`config.mk`:
```
export PLATFORM = sky130hd
export DESIGN_NAME = branch_resolve_queue_flat
export DESIGN_NICKNAME = d
export VERILOG_FILES = /design/src/rtl/branch_resolve_queue_if.sv /design/src/rtl/branch_resolve_queue.sv /design/src/flat_wrapper.sv
export SDC_FILE = /design/constraint.sdc
export NUM_CORES = 1
export LEC_CHECK = 0
export BUFFER_PORTS_ARGS = -buffer_cell sky130_fd_sc_hd__buf_2
export CORE_MARGIN = 8
export CORE_UTILIZATION = 40
export CTS_BUF_LIST = sky130_fd_sc_hd__clkbuf_4 sky130_fd_sc_hd__clkbuf_8 sky130_fd_sc_hd__clkbuf_16
export DETAILED_ROUTE_END_ITERATION = 8
export PLACE_DENSITY = 0.59
export SYNTH_ARGS = -nofsm -noshare
export SYNTH_HDL_FRONTEND = slang
export SYNTH_SLANG_ARGS = --single-unit
```
`constraint.sdc`:
```
create_clock -name clk -period 3 [get_ports clk]
set_input_delay 0.3 -clock clk [delete_from_list [all_inputs] [get_ports clk]]
set_output_delay 0.3 -clock clk [all_outputs]
set_load 0.03 [all_outputs]
```
`src/rtl/branch_resolve_queue_if.sv`:
```
// Bundles the prediction push, resolve and predictor-update signals of the branch resolve queue.
// Pure wiring: it holds no state and adds no latency.
// The master side drives pushes and resolves; the slave side (the queue) returns ready, updates and statistics.
interface branch_resolve_queue_if #(
    parameter int DEPTH = 4,
    parameter int CNT_W = 16
);
    localparam int CW = $clog2(DEPTH) + 1;

    logic             pred_valid;
    logic             pred_taken;
    logic             pred_ready;
    logic             res_valid;
    logic             res_taken;
    logic             flush;
    logic             upd_branch;
    logic             upd_taken;
    logic             mispredict;
    logic [CW-1:0]    count;
    logic [CNT_W-1:0] total_cnt;
    logic [CNT_W-1:0] miss_cnt;
    logic             overflow;
    logic             underflow;

    modport master (
        output pred_valid, pred_taken, res_valid, res_taken, flush,
        input  pred_ready, upd_branch, upd_taken, mispredict, count,
               total_cnt, miss_cnt, overflow, underflow
    );

    modport slave (
        input  pred_valid, pred_taken, res_valid, res_taken, flush,
        output pred_ready, upd_branch, upd_taken, mispredict, count,
               total_cnt, miss_cnt, overflow, underflow
    );
endinterface

```
`src/rtl/branch_resolve_queue.sv`:
```
// In-order queue of issued branch predictions, checked against actual outcomes as each branch resolves.
// Latency: a resolve produces the upd_branch/upd_taken/mispredict pulse exactly 1 cycle later.
// Backpressure: pred_ready drops when full; a push while full is accepted only if a pop happens in the same cycle.
module branch_resolve_queue #(
    parameter int DEPTH = 4,
    parameter int CNT_W = 16
) (
    input  logic                  clk,
    input  logic                  reset,
    branch_resolve_queue_if.slave bus
);
    localparam int AW = $clog2(DEPTH);
    localparam int CW = AW + 1;

    logic [DEPTH-1:0] r_mem;
    logic [AW-1:0]    r_wr_ptr;
    logic [AW-1:0]    r_rd_ptr;
    logic [CW-1:0]    r_count;
    logic             r_upd_branch;
    logic             r_upd_taken;
    logic             r_mispredict;
    logic [CNT_W-1:0] r_total_cnt;
    logic [CNT_W-1:0] r_miss_cnt;
    logic             r_overflow;
    logic             r_underflow;

    logic w_full;
    logic w_empty;
    logic w_pop;
    logic w_push;
    logic w_entry;
    logic w_miss;

    // Occupancy is the only source of full/empty.  Flush overrides any push or pop
    // in the same cycle.  A push while full is accepted only when a pop frees the slot.
    always_comb begin
        w_full  = (r_count == CW'(DEPTH));
        w_empty = (r_count == '0);
        w_pop   = bus.res_valid & ~w_empty & ~bus.flush;
        w_push  = bus.pred_valid & (~w_full | w_pop) & ~bus.flush;
        w_entry = r_mem[r_rd_ptr];
        w_miss  = w_entry ^ bus.res_taken;
    end

    // Prediction storage; entries are only read while valid, so they need no reset.
    always_ff @(posedge clk) begin
        if (w_push) begin
            r_mem[r_wr_ptr] <= bus.pred_taken;
        end
    end

    // Pointers and occupancy.
    always_ff @(posedge clk or posedge reset) begin
        if (reset) begin
            r_wr_ptr <= '0;
            r_rd_ptr <= '0;
            r_count  <= '0;
        end else if (bus.flush) begin
            r_wr_ptr <= '0;
            r_rd_ptr <= '0;
            r_count  <= '0;
        end else begin
            if (w_push) r_wr_ptr <= r_wr_ptr + AW'(1);
            if (w_pop)  r_rd_ptr <= r_rd_ptr + AW'(1);
            unique case ({w_push, w_pop})
                2'b10:   r_count <= r_count + CW'(1);
                2'b01:   r_count <= r_count - CW'(1);
                default: r_count <= r_count;
            endcase
        end
    end

    // Predictor update and mispredict pulses: high only for the cycle after a pop.
    always_ff @(posedge clk or posedge reset) begin
        if (reset) begin
            r_upd_branch <= 1'b0;
            r_upd_taken  <= 1'b0;
            r_mispredict <= 1'b0;
        end else begin
            r_upd_branch <= w_pop;
            r_upd_taken  <= w_pop & bus.res_taken;
            r_mispredict <= w_pop & w_miss;
        end
    end

    // Saturating statistics and sticky error flags; flush leaves them untouched.
    always_ff @(posedge clk or posedge reset) begin
        if (reset) begin
            r_total_cnt <= '0;
            r_miss_cnt  <= '0;
            r_overflow  <= 1'b0;
            r_underflow <= 1'b0;
        end else begin
            if (w_pop && (r_total_cnt != '1)) r_total_cnt <= r_total_cnt + CNT_W'(1);
            if (w_pop && w_miss && (r_miss_cnt != '1)) r_miss_cnt <= r_miss_cnt + CNT_W'(1);
            if (bus.pred_valid && w_full && !w_pop && !bus.flush) r_overflow <= 1'b1;
            if (bus.res_valid && w_empty && !bus.flush) r_underflow <= 1'b1;
        end
    end

    assign bus.pred_ready = ~w_full;
    assign bus.count      = r_count;
    assign bus.upd_branch = r_upd_branch;
    assign bus.upd_taken  = r_upd_taken;
    assign bus.mispredict = r_mispredict;
    assign bus.total_cnt  = r_total_cnt;
    assign bus.miss_cnt   = r_miss_cnt;
    assign bus.overflow   = r_overflow;
    assign bus.underflow  = r_underflow;
endmodule

```
`src/flat_wrapper.sv`:
```
// flat-port wrapper written by rule: the top's interface ports become plain ports
module branch_resolve_queue_flat 
#(
    parameter int DEPTH = 4,
    parameter int CNT_W = 16
)
  (clk, reset, bus_pred_valid, bus_pred_taken, bus_res_valid, bus_res_taken, bus_flush, bus_pred_ready, bus_upd_branch, bus_upd_taken, bus_mispredict, bus_count, bus_total_cnt, bus_miss_cnt, bus_overflow, bus_underflow);
  branch_resolve_queue_if #(.DEPTH(DEPTH), .CNT_W(CNT_W)) bus_i ();
  input  logic clk;
  input  logic reset;
  input wire logic [$bits(bus_i.pred_valid)-1:0] bus_pred_valid;
  input wire logic [$bits(bus_i.pred_taken)-1:0] bus_pred_taken;
  input wire logic [$bits(bus_i.res_valid)-1:0] bus_res_valid;
  input wire logic [$bits(bus_i.res_taken)-1:0] bus_res_taken;
  input wire logic [$bits(bus_i.flush)-1:0] bus_flush;
  output wire logic [$bits(bus_i.pred_ready)-1:0] bus_pred_ready;
  output wire logic [$bits(bus_i.upd_branch)-1:0] bus_upd_branch;
  output wire logic [$bits(bus_i.upd_taken)-1:0] bus_upd_taken;
  output wire logic [$bits(bus_i.mispredict)-1:0] bus_mispredict;
  output wire logic [$bits(bus_i.count)-1:0] bus_count;
  output wire logic [$bits(bus_i.total_cnt)-1:0] bus_total_cnt;
  output wire logic [$bits(bus_i.miss_cnt)-1:0] bus_miss_cnt;
  output wire logic [$bits(bus_i.overflow)-1:0] bus_overflow;
  output wire logic [$bits(bus_i.underflow)-1:0] bus_underflow;
  assign bus_i.pred_valid = bus_pred_valid;
  assign bus_i.pred_taken = bus_pred_taken;
  assign bus_i.res_valid = bus_res_valid;
  assign bus_i.res_taken = bus_res_taken;
  assign bus_i.flush = bus_flush;
  assign bus_pred_ready = bus_i.pred_ready;
  assign bus_upd_branch = bus_i.upd_branch;
  assign bus_upd_taken = bus_i.upd_taken;
  assign bus_mispredict = bus_i.mispredict;
  assign bus_count = bus_i.count;
  assign bus_total_cnt = bus_i.total_cnt;
  assign bus_miss_cnt = bus_i.miss_cnt;
  assign bus_overflow = bus_i.overflow;
  assign bus_underflow = bus_i.underflow;
  branch_resolve_queue #(.DEPTH(DEPTH), .CNT_W(CNT_W)) u_core (.clk(clk), .reset(reset), .bus(bus_i));
endmodule
```
==> metrics, run 1 <==
status finished clean; Die X 92.4 um; worst setup path category reg -> reg; startpoint type of the worst setup path flop; cell chosen for the clock root sky130_fd_sc_hd__clkbuf_8; arrival time worst endpoint 2.87 ns; worst-margin pin slew 0.802 ns; Cell variety after synth 42; power density cells 601 mW/mm^2; worst voltage drop across the vdd grid 0.000382 V; sum of overflow across all layers after global routing 0; count of maximum capacitance violations 0; area fraction of the dominant cell type after synthesis 0.471; Total Routing Usage GR 0.114; count of nets left with antenna violations after detail routing 0; area taken by flip-flops and latches 0.00122 sq mm; CTS tree built; Synth warnings 0; clock sink count 48; Die Area 0.00855 sq mm; final weighted congestion in routability-driven placement 0.760; share of cells above drive strength 1 0.284; fraction of the cycle the final worst path needs 0.896; flop and latch count out of synthesis 48; area of the multi-input gates 0.00106 sq mm; type of element capturing the critical path flop; sum of routed wire length over all layers 4580 um; number of instances in the synthesized netlist 209; Critical Path RT 3.18 ns; post-detailed-route DRC marker count 0; count of routing violations after the opening detailed-route iteration 97; count of vias placed by the detailed router 1,641; maximum clock frequency 0.372 GHz; total power of the final layout 1.65 mW; commonest cells after routing, fill and taps aside sky130_fd_sc_hd__buf_2, sky130_fd_sc_hd__dfrtp_1, sky130_fd_sc_hd__nor2_1, sky130_fd_sc_hd__xnor2_1; Ports 48; filler instances 561; Max clock buf depth 2; Avg WL per Cell 13.6 um; non-filler cells, final 336; buffers inserted during post-CTS setup optimization 0; final count of negative-setup-slack endpoints 0; unrepaired setup endpoints after global routing no; Pleak 1.36 nW; leading cell type in the layout, fill and taps excluded sky130_fd_sc_hd__buf_2; ant diodes 0; Avg Vias per Cell 4.88; number of gates given a new drive strength after cts 0; total iterations of the first detailed-routing run 5; main area contributors after synthesis sky130_fd_sc_hd__dfrtp_1, sky130_fd_sc_hd__xnor2_1, sky130_fd_sc_hd__xor2_1; CORE AREA 0.00578 sq mm; cell type with the largest total area after synthesis sky130_fd_sc_hd__dfrtp_1; synthesis-to-finish area growth 17.5%; number of slew-limit violations in the final report 0; post-layout minimum cycle time 2.69 ns; FP Rows 28; skew final 0.00917 ns; post-detail-place hpwl 3470 um; number of placed instances, taps included 328; clk slew on worst S/H paths 0.09 ns; hold-fix buffers at CTS 0; vias in the first global route 1,708; final core utilization 0.475; number of antenna violations at the first check in global routing 0; largest net degree at the start of global routing 24; Mapped Avg Cell Area 11.2 sq um; normalized max-slew margin 0.462; H-Tree Level Count 2; share of the yosys chip area belonging to registers 0.522; Syn Nets 223; global-route wire length before repair 7980 um; insertion delay of the later-clocked pin in the worst-skew pair 0.30 ns; total number of nets in the final design 274; number of buffers created by CTS 5; buffers added on ports 47; largest driver fanout on the critical path 8; total standard cell area after synthesis 0.00234 sq mm; final hold violation count 0; total negative slack for setup checks 0 ns; effective utilization at floorplan 0.404; class of the worst hold path in -> async; overall die height 92.4 um
==> worst paths after layout <==
kind / from / endpoint / slack, ns / cells past startpoint
max in group asynchronous: reset / u_core.bus.miss_cnt[12] / 2.23 / 3
setup reg to reg: u_core.bus.count[1] / u_core.bus.count[2] / 0.31 / 8
hold / removal: reset / u_core.bus.total_cnt[3] / 0.04 / 2
min in group clk: bus_pred_taken / u_core.r_mem[0] / 0.22 / 1
setup / recovery: u_core.bus.count[1] / u_core.bus.count[2] / 0.31 / 8
hold reg to reg: u_core.bus.underflow / u_core.bus.underflow / 0.46 / 1
==> through the flow <==
| stage | area (sq um) | hold slack (ns) | worst slack, ns |
|---|---|---|---|
| after floorplan | 2340 | 0.399 | 0.391 |
| after global placement | 2650 | 0.380 | 0.458 |
| after detailed placement | 2650 | 0.390 | 0.359 |
| after CTS | 2750 | 0.0576 | 0.333 |
| after global routing | 2750 | 0.107 | 0.207 |
| final | 2750 | 0.0430 | 0.313 |
==> registers in the layout, summed over array words and instances, names as in the netlist <==
signal,cells
u_core.bus.total_cnt,16
u_core.bus.miss_cnt,16
u_core.bus.overflow,1
u_core.bus.mispredict,1
u_core.bus.underflow,1
u_core.r_rd_ptr,2
u_core.bus.count,3
u_core.r_mem,4
u_core.bus.upd_branch,1
u_core.r_wr_ptr,2
u_core.bus.upd_taken,1
==> worst max-delay path: stages (launching register included) <==
cell                      delay, ns
sky130_fd_sc_hd__dfrtp_1       0.46
sky130_fd_sc_hd__or3_2         0.53
sky130_fd_sc_hd__nand2_2       0.19
sky130_fd_sc_hd__nor2_1        0.07
sky130_fd_sc_hd__fa_1          0.40
sky130_fd_sc_hd__or3b_2        0.47
sky130_fd_sc_hd__and3_1        0.18
sky130_fd_sc_hd__a31oi_1       0.17
sky130_fd_sc_hd__a21oi_1       0.09
==> synth_stat cells, drive strengths merged <==
master and instances:
fa 1, buf 2, nand3b 1, a21oi 3
dfrtp 44, a211oi 1, ha 6, and2 5
a31o 1, nor3b 2, and2b 1, xnor2 17
mux4 1, a31oi 1, clkbuf 2, nor3 7
a21o 1, nor2 18, nor4 3, nand3 15
or3b 1, mux2 6, edfxtp 4, o21ai 3
mux2i 1, xor2 15, nand4 9, inv 8
nand2b 3, a2111o 1, and3 8, or3 2
nand2 16
==> power by group <==
group          switching, mW  internal (mW)
combinational          0.278          0.154
sequential            0.0830          0.727
clock                  0.202          0.206
==> layer usage <==
metal / vias up / global-route usage / share of wire
li1: 820 / - / -
met1: 781 / 0.137 / 0.45
met2: 34 / 0.185 / 0.47
met3: 6 / 0.0380 / 0.062
met4: 0 / 0.0403 / 0.013
met5: - / 0 / 0
==> layout make-up <==
type	instances	area share
clock buffer	8	0.0355
multi-input combinational	149	0.386
timing repair buffer	48	0.0884
tap	75	0.0342
sequential	48	0.445
inverter	8	0.0109
==> cell families (layout without fill, tap and decap cells) <==
logic type,count (synthesis),in the layout,synth area share
adders and majority gates,7,7,0.0407
muxes,8,8,0.0444
xor gates and xnor gates,32,32,0.123
buffers and inverters,12,64,0.0235
AOI/OAI and AO/OA,11,11,0.0305
and+or+nand+nor,91,91,0.215
DFF,48,48,0.522
(Power assumes the default switching activity.)
==> run 2: changes to the inputs <==
==> constraint.sdc (replaced) <==
create_clock -name clk -period 2.98 [get_ports clk]
set_input_delay 0.149 -clock clk [delete_from_list [all_inputs] [get_ports clk]]
set_output_delay 0.149 -clock clk [all_outputs]
set_load 0.03 [all_outputs]
==> metrics, run 2 (synthesized netlist as in run 1, its figures left out) <==
status finished clean (unchanged); power density cells 601 mW/mm^2 (about the same); synthesis-to-finish area growth 17.9% (was 17.5%); class of the worst hold path in -> reg (was in -> async); Ports 48 (unchanged); buffers added on ports 47 (unchanged); count of nets left with antenna violations after detail routing 0 (unchanged); leading cell type in the layout, fill and taps excluded sky130_fd_sc_hd__buf_2 (unchanged); Pleak 1.37 nW (was 1.36 nW); Critical Path RT 3.16 ns (was 3.18 ns); Avg WL per Cell 13.5 um (was 13.6 um); clock sink count 48 (unchanged); CORE AREA 0.00578 sq mm (unchanged); clk slew on worst S/H paths 0.08 ns (was 0.09 ns); flop2flop setup slack 0.36 ns (was 0.31 ns); non-filler cells, final 337 (was 336); switching power 0.560 mW (was 0.563 mW); source of the worst hold timing path bus_pred_taken; final weighted congestion in routability-driven placement 0.754 (was 0.760); count of maximum capacitance violations 0 (unchanged); final count of negative-setup-slack endpoints 0 (unchanged); total number of nets in the final design 275 (was 274); effective utilization at floorplan 0.404 (unchanged); number of buffer and inverter stages on the critical path 0 (unchanged); Avg Vias per Cell 4.90 (was 4.88); cell family with most CP delay simple AND/OR/NAND/NOR gates (unchanged); sum of overflow across all layers after global routing 0 (unchanged); total negative slack for setup checks 0 ns (unchanged); internal power component 1.10 mW (was 1.09 mW); number of placed instances, taps included 328 (unchanged); type of element capturing the critical path flop (unchanged); Die X 92.4 um (unchanged); sum of routed wire length over all layers 4560 um (was 4580 um); launch point of the worst path u_core.bus.count[1] (unchanged); worst hold slack 0.0708 ns (was 0.0430 ns); sequential power share 0.492 (was 0.491); worst setup path category reg -> reg (unchanged); Critical R2R Launch u_core.bus.count[1] (unchanged); FP Rows 28 (unchanged); hold-critical path endpoint u_core.r_mem[1]; number of slew-limit violations in the final report 0 (unchanged); critical register-to-register path endpoint u_core.bus.count[2] (unchanged); cell chosen for the clock root sky130_fd_sc_hd__clkbuf_8 (unchanged); worst voltage drop across the vdd grid 0.000383 V (was 0.000382 V); relative contribution of combinational cells to total power 0.261 (was 0.262); Die Area 0.00855 sq mm (unchanged); proportion of power drawn by the clock network 0.247 (was 0.248); final hold violation count 0 (unchanged); critical path, cell by cell or3_2 > nand2_2 > nor2_1 > fa_1 > or3b_2 > and3_1 > a31oi_1 > a21oi_1 (unchanged); normalized max-slew margin 0.454 (was 0.462); Max clock buf depth 2 (unchanged); ant diodes 0 (unchanged); global-route wire length before repair 7730 um (was 7980 um); total power of the final layout 1.66 mW (was 1.65 mW); H-Tree Level Count 2 (unchanged); instance count on the critical path 8 (unchanged); insertion delay of the later-clocked pin in the worst-skew pair 0.29 ns (was 0.30 ns); overall die height 92.4 um (unchanged); FF-to-FF path depth 8 (unchanged); number of antenna violations at the first check in global routing 0 (unchanged); count of routing violations after the opening detailed-route iteration 74 (was 97); share of cells above drive strength 1 0.282 (was 0.284); CTS tree built (unchanged); number of cells on the worst hold path 1; post-detailed-route DRC marker count 0 (unchanged); startpoint type of the worst setup path flop (unchanged); final core utilization 0.477 (was 0.475); Total Routing Usage GR 0.111 (was 0.114); unrepaired setup endpoints after global routing no (unchanged); number of buffers created by CTS 5 (unchanged); largest stage delay on the critical path 0.53 ns (about the same); fraction of the cycle the final worst path needs 0.879 (was 0.896); slowest stage cell on the critical path sky130_fd_sc_hd__or3_2 (unchanged); commonest cells after routing, fill and taps aside sky130_fd_sc_hd__buf_2, sky130_fd_sc_hd__dfrtp_1, sky130_fd_sc_hd__nor2_1, sky130_fd_sc_hd__xnor2_1 (unchanged); switching share of power 0.338 (was 0.341); count of vias placed by the detailed router 1,650 (was 1,641); buffers inserted during post-CTS setup optimization 0 (unchanged); vias in the first global route 1,622 (was 1,708); skew final 0.00567 ns (was 0.00917 ns); arrival time worst endpoint 2.80 ns (was 2.87 ns); post-detail-place hpwl 3480 um (was 3470 um); worst-margin pin slew 0.814 ns (was 0.802 ns); largest net degree at the start of global routing 24 (unchanged); post-layout minimum cycle time 2.62 ns (was 2.69 ns); largest driver fanout on the critical path 8 (unchanged); total iterations of the first detailed-routing run 4 (was 5); maximum clock frequency 0.382 GHz (was 0.372 GHz)
## run 2: changes by cell type in the layout (fill, tap and decap cells not counted)
cell	before	now
sky130_fd_sc_hd__dlygate4sd3_1	0	1
## run 2: metrics by stage
step           worst slack [ns]  area [sq um]
2_1_floorplan             0.371          2340
4_1_cts                   0.366          2760
3_5_place_dp              0.386          2650
3_3_place_gp              0.433          2650
5_1_grt                   0.248          2760
6_report                  0.361          2760
## run 2: power groups by stage
stage | registers, mW | logic (mW) | clock network (mW)
6_report | 0.815 | 0.432 | 0.409
3_3_place_gp | 0.823 | 0.439 | 0
2_1_floorplan | 0.946 | 0.195 | 0
3_5_place_dp | 0.829 | 0.438 | 0
5_1_grt | 0.831 | 0.477 | 0.451
4_1_cts | 0.817 | 0.440 | 0.426
## run 2: worst max path at each step
stage	endpoint	slack [ns]
detailed placement	u_core.bus.count[2]	0.39
finish	u_core.bus.count[2]	0.36
global route	u_core.bus.count[2]	0.25
global placement	u_core.bus.count[2]	0.43
floorplan	u_core.bus.count[2]	0.37
CTS	u_core.bus.count[2]	0.37
## run 2: repair_timing
item	in CTS	in global routing
endpoints found under the hold margin	21	0
hold buffers	1	0
resized for setup	0	0
## run 2: layout make-up
cell class,count,area (sq um)
Clock buffer,8,97.6
Fill cell,543,3020
Inverter,8,30.0
Multi-Input combinational cell,149,1060
Sequential cell,48,1220
Tap cell,75,93.8
Timing Repair Buffer,49,253
## run 2: per-layer routing
layer,up-vias,GRT usage,part of all wire
met5,-,0,0
met4,0,0.0443,0.013
met3,7,0.0340,0.064
met2,31,0.179,0.49
met1,794,0.134,0.43
li1,818,-,-
==> run 3: changes to the inputs <==
CELL_PAD_IN_SITES_DETAIL_PLACEMENT = 2   (was default)
CELL_PAD_IN_SITES_GLOBAL_PLACEMENT = 2   (was default)
CORE_UTILIZATION = 35   (was 40)
PLACE_DENSITY = 0.77   (was 0.59)
==> metrics, run 3 (synthesized netlist as in run 1, its figures left out) <==
number of gates given a new drive strength after cts 0 (unchanged); critical path, cell by cell or3_2 > nand2_2 > nor2_1 > fa_1 > or3b_2 > o21ai_0 > nand2b_1 > a21oi_1 (was or3_2 > nand2_2 > nor2_1 > fa_1 > or3b_2 > and3_1 > a31oi_1 > a21oi_1); total iterations of the first detailed-routing run 4 (unchanged); final hold violation count 0 (unchanged); count of routing violations after the opening detailed-route iteration 31 (was 74); ant diodes 0 (unchanged); met3 layer usage reported by global route 0.0358 (was 0.0340); vias in the first global route 1,882 (was 1,622); cell family with most CP delay simple AND/OR/NAND/NOR gates (unchanged); H-Tree Level Count 2 (unchanged); Total Routing Usage GR 0.124 (was 0.111); number of buffer and inverter stages on the critical path 0 (unchanged); switching share of power 0.351 (was 0.338); maximum clock frequency 0.371 GHz (was 0.382 GHz); status finished clean (unchanged); commonest cells after routing, fill and taps aside sky130_fd_sc_hd__buf_2, sky130_fd_sc_hd__dfrtp_1, sky130_fd_sc_hd__nor2_1, sky130_fd_sc_hd__xnor2_1 (unchanged); synthesis-to-finish area growth 18.0% (was 17.9%); count of maximum capacitance violations 0 (unchanged); class of the worst hold path in -> reg (unchanged); number of antenna violations at the first check in global routing 0 (unchanged); share of cells above drive strength 1 0.282 (unchanged); slowest stage cell on the critical path sky130_fd_sc_hd__or3_2 (unchanged); worst-margin pin slew 0.836 ns (was 0.814 ns); unrepaired setup endpoints after global routing no (unchanged); area of the multi-input gates 0.00106 sq mm (unchanged); CTS tree built (unchanged); final weighted congestion in routability-driven placement 0.785 (was 0.754); buffers inserted during post-CTS setup optimization 0 (unchanged); area taken by flip-flops and latches 0.00122 sq mm (unchanged); sum of routed wire length over all layers 5790 um (was 4560 um); Ports 48 (unchanged); effective utilization at floorplan 0.364 (was 0.404); switching power 0.594 mW (was 0.560 mW); insertion delay of the later-clocked pin in the worst-skew pair 0.30 ns (was 0.29 ns); sequential power share 0.484 (was 0.492); internal power component 1.10 mW (about the same); clk slew on worst S/H paths 0.09 ns (was 0.08 ns); power density cells 613 mW/mm^2 (was 601 mW/mm^2); fraction of the cycle the final worst path needs 0.906 (was 0.879); clock sink count 48 (unchanged); number of slew-limit violations in the final report 0 (unchanged); worst hold slack 0.0801 ns (was 0.0708 ns); largest net degree at the start of global routing 24 (unchanged); Avg WL per Cell 17.1 um (was 13.5 um); type of element capturing the critical path flop (unchanged); post-route cell area 0.00276 sq mm (about the same); post-detail-place hpwl 4520 um (was 3480 um); buffers added on ports 47 (unchanged); overall die height 97.7 um (was 92.4 um); worst setup path category reg -> reg (unchanged); Die X 97.7 um (was 92.4 um); count of nets left with antenna violations after detail routing 0 (unchanged); count of vias placed by the detailed router 1,730 (was 1,650); FP Rows 29 (was 28); cell area reported after detailed placement 0.00265 sq mm (about the same); met2 Resource Use GR 0.211 (was 0.179); total number of nets in the final design 275 (unchanged); Max clock buf depth 2 (unchanged); proportion of power drawn by the clock network 0.250 (was 0.247); sum of overflow across all layers after global routing 0 (unchanged); largest stage delay on the critical path 0.56 ns (was 0.53 ns); global-route wire length before repair 9720 um (was 7730 um); normalized max-slew margin 0.439 (was 0.454); skew final 0.0107 ns (was 0.00567 ns); Pleak 1.37 nW (unchanged); number of buffers created by CTS 5 (unchanged); arrival time worst endpoint 2.92 ns (was 2.80 ns); startpoint type of the worst setup path flop (unchanged); final count of negative-setup-slack endpoints 0 (unchanged); CORE AREA 0.00642 sq mm (was 0.00578 sq mm); Die Area 0.00955 sq mm (was 0.00855 sq mm); relative contribution of combinational cells to total power 0.266 (was 0.261); largest driver fanout on the critical path 8 (unchanged); Avg Vias per Cell 5.10 (was 4.90); cell chosen for the clock root sky130_fd_sc_hd__clkbuf_8 (unchanged); total negative slack for setup checks 0 ns (unchanged); hold-fix buffers at CTS 1 (unchanged); most congested layer reported by global routing met2 (unchanged); worst voltage drop across the vdd grid 0.000263 V (was 0.000383 V); leading cell type in the layout, fill and taps excluded sky130_fd_sc_hd__buf_2 (unchanged); filler instances 681 (was 543); met1 Track Usage GR 0.148 (was 0.134); total power of the final layout 1.69 mW (was 1.66 mW); post-detailed-route DRC marker count 0 (unchanged); Critical Path RT 3.20 ns (was 3.16 ns); post-layout minimum cycle time 2.70 ns (was 2.62 ns)
run 3: cell counts in the layout (fill, tap and decap cells not counted):
Identical to the previous run, type by type.
run 3: stage by stage:
step           instances   util  setup WS, ns
3_3_place_gp         330  0.413         0.420
2_1_floorplan        209      -         0.371
6_report             339  0.430         0.282
4_1_cts              339  0.430         0.264
3_5_place_dp         330  0.413         0.340
5_1_grt              339  0.430         0.160
run 3: final timing paths:
path	start	end	slack (ns)	cells after the start
max	u_core.bus.count[2]	u_core.bus.count[2]	0.28	8
min	bus_pred_taken	u_core.r_mem[2]	0.08	1
max reg2reg	u_core.bus.count[2]	u_core.bus.count[2]	0.28	8
min reg2reg	u_core.bus.underflow	u_core.bus.underflow	0.47	1
max in group asynchronous	reset	u_core.bus.miss_cnt[1]	1.77	4
min in group asynchronous	reset	u_core.bus.total_cnt[5]	0.46	3
run 3: worst register-to-register path: stages (launching register included):
cell	delay, ns
sky130_fd_sc_hd__dfrtp_1	0.45
sky130_fd_sc_hd__or3_2	0.56
sky130_fd_sc_hd__nand2_2	0.18
sky130_fd_sc_hd__nor2_1	0.08
sky130_fd_sc_hd__fa_1	0.41
sky130_fd_sc_hd__or3b_2	0.47
sky130_fd_sc_hd__o21ai_0	0.21
sky130_fd_sc_hd__nand2b_1	0.09
sky130_fd_sc_hd__a21oi_1	0.17
run 3: metal layers:
metal / wire [um] / share of wire
met2: 2950 / 0.51
met1: 2490 / 0.43
met4: 61 / 0.011
met3: 287 / 0.050
met5: 0 / 0
run 3: power groups by stage:
stage	combinational (mW)	clock, mW	sequential [mW]
floorplan	0.195	0	0.946
global placement	0.442	0	0.824
detailed placement	0.460	0	0.833
CTS	0.463	0.439	0.821
global route	0.488	0.461	0.831
finish	0.451	0.423	0.819
run 3: area by class of cell:
cell class              count  share of cell area
repair buffers             49              0.0916
multi-input cells         149               0.385
inverters                   8              0.0109
clock buffers               8              0.0354
well taps                  77              0.0349
flip-flops and latches     48               0.443
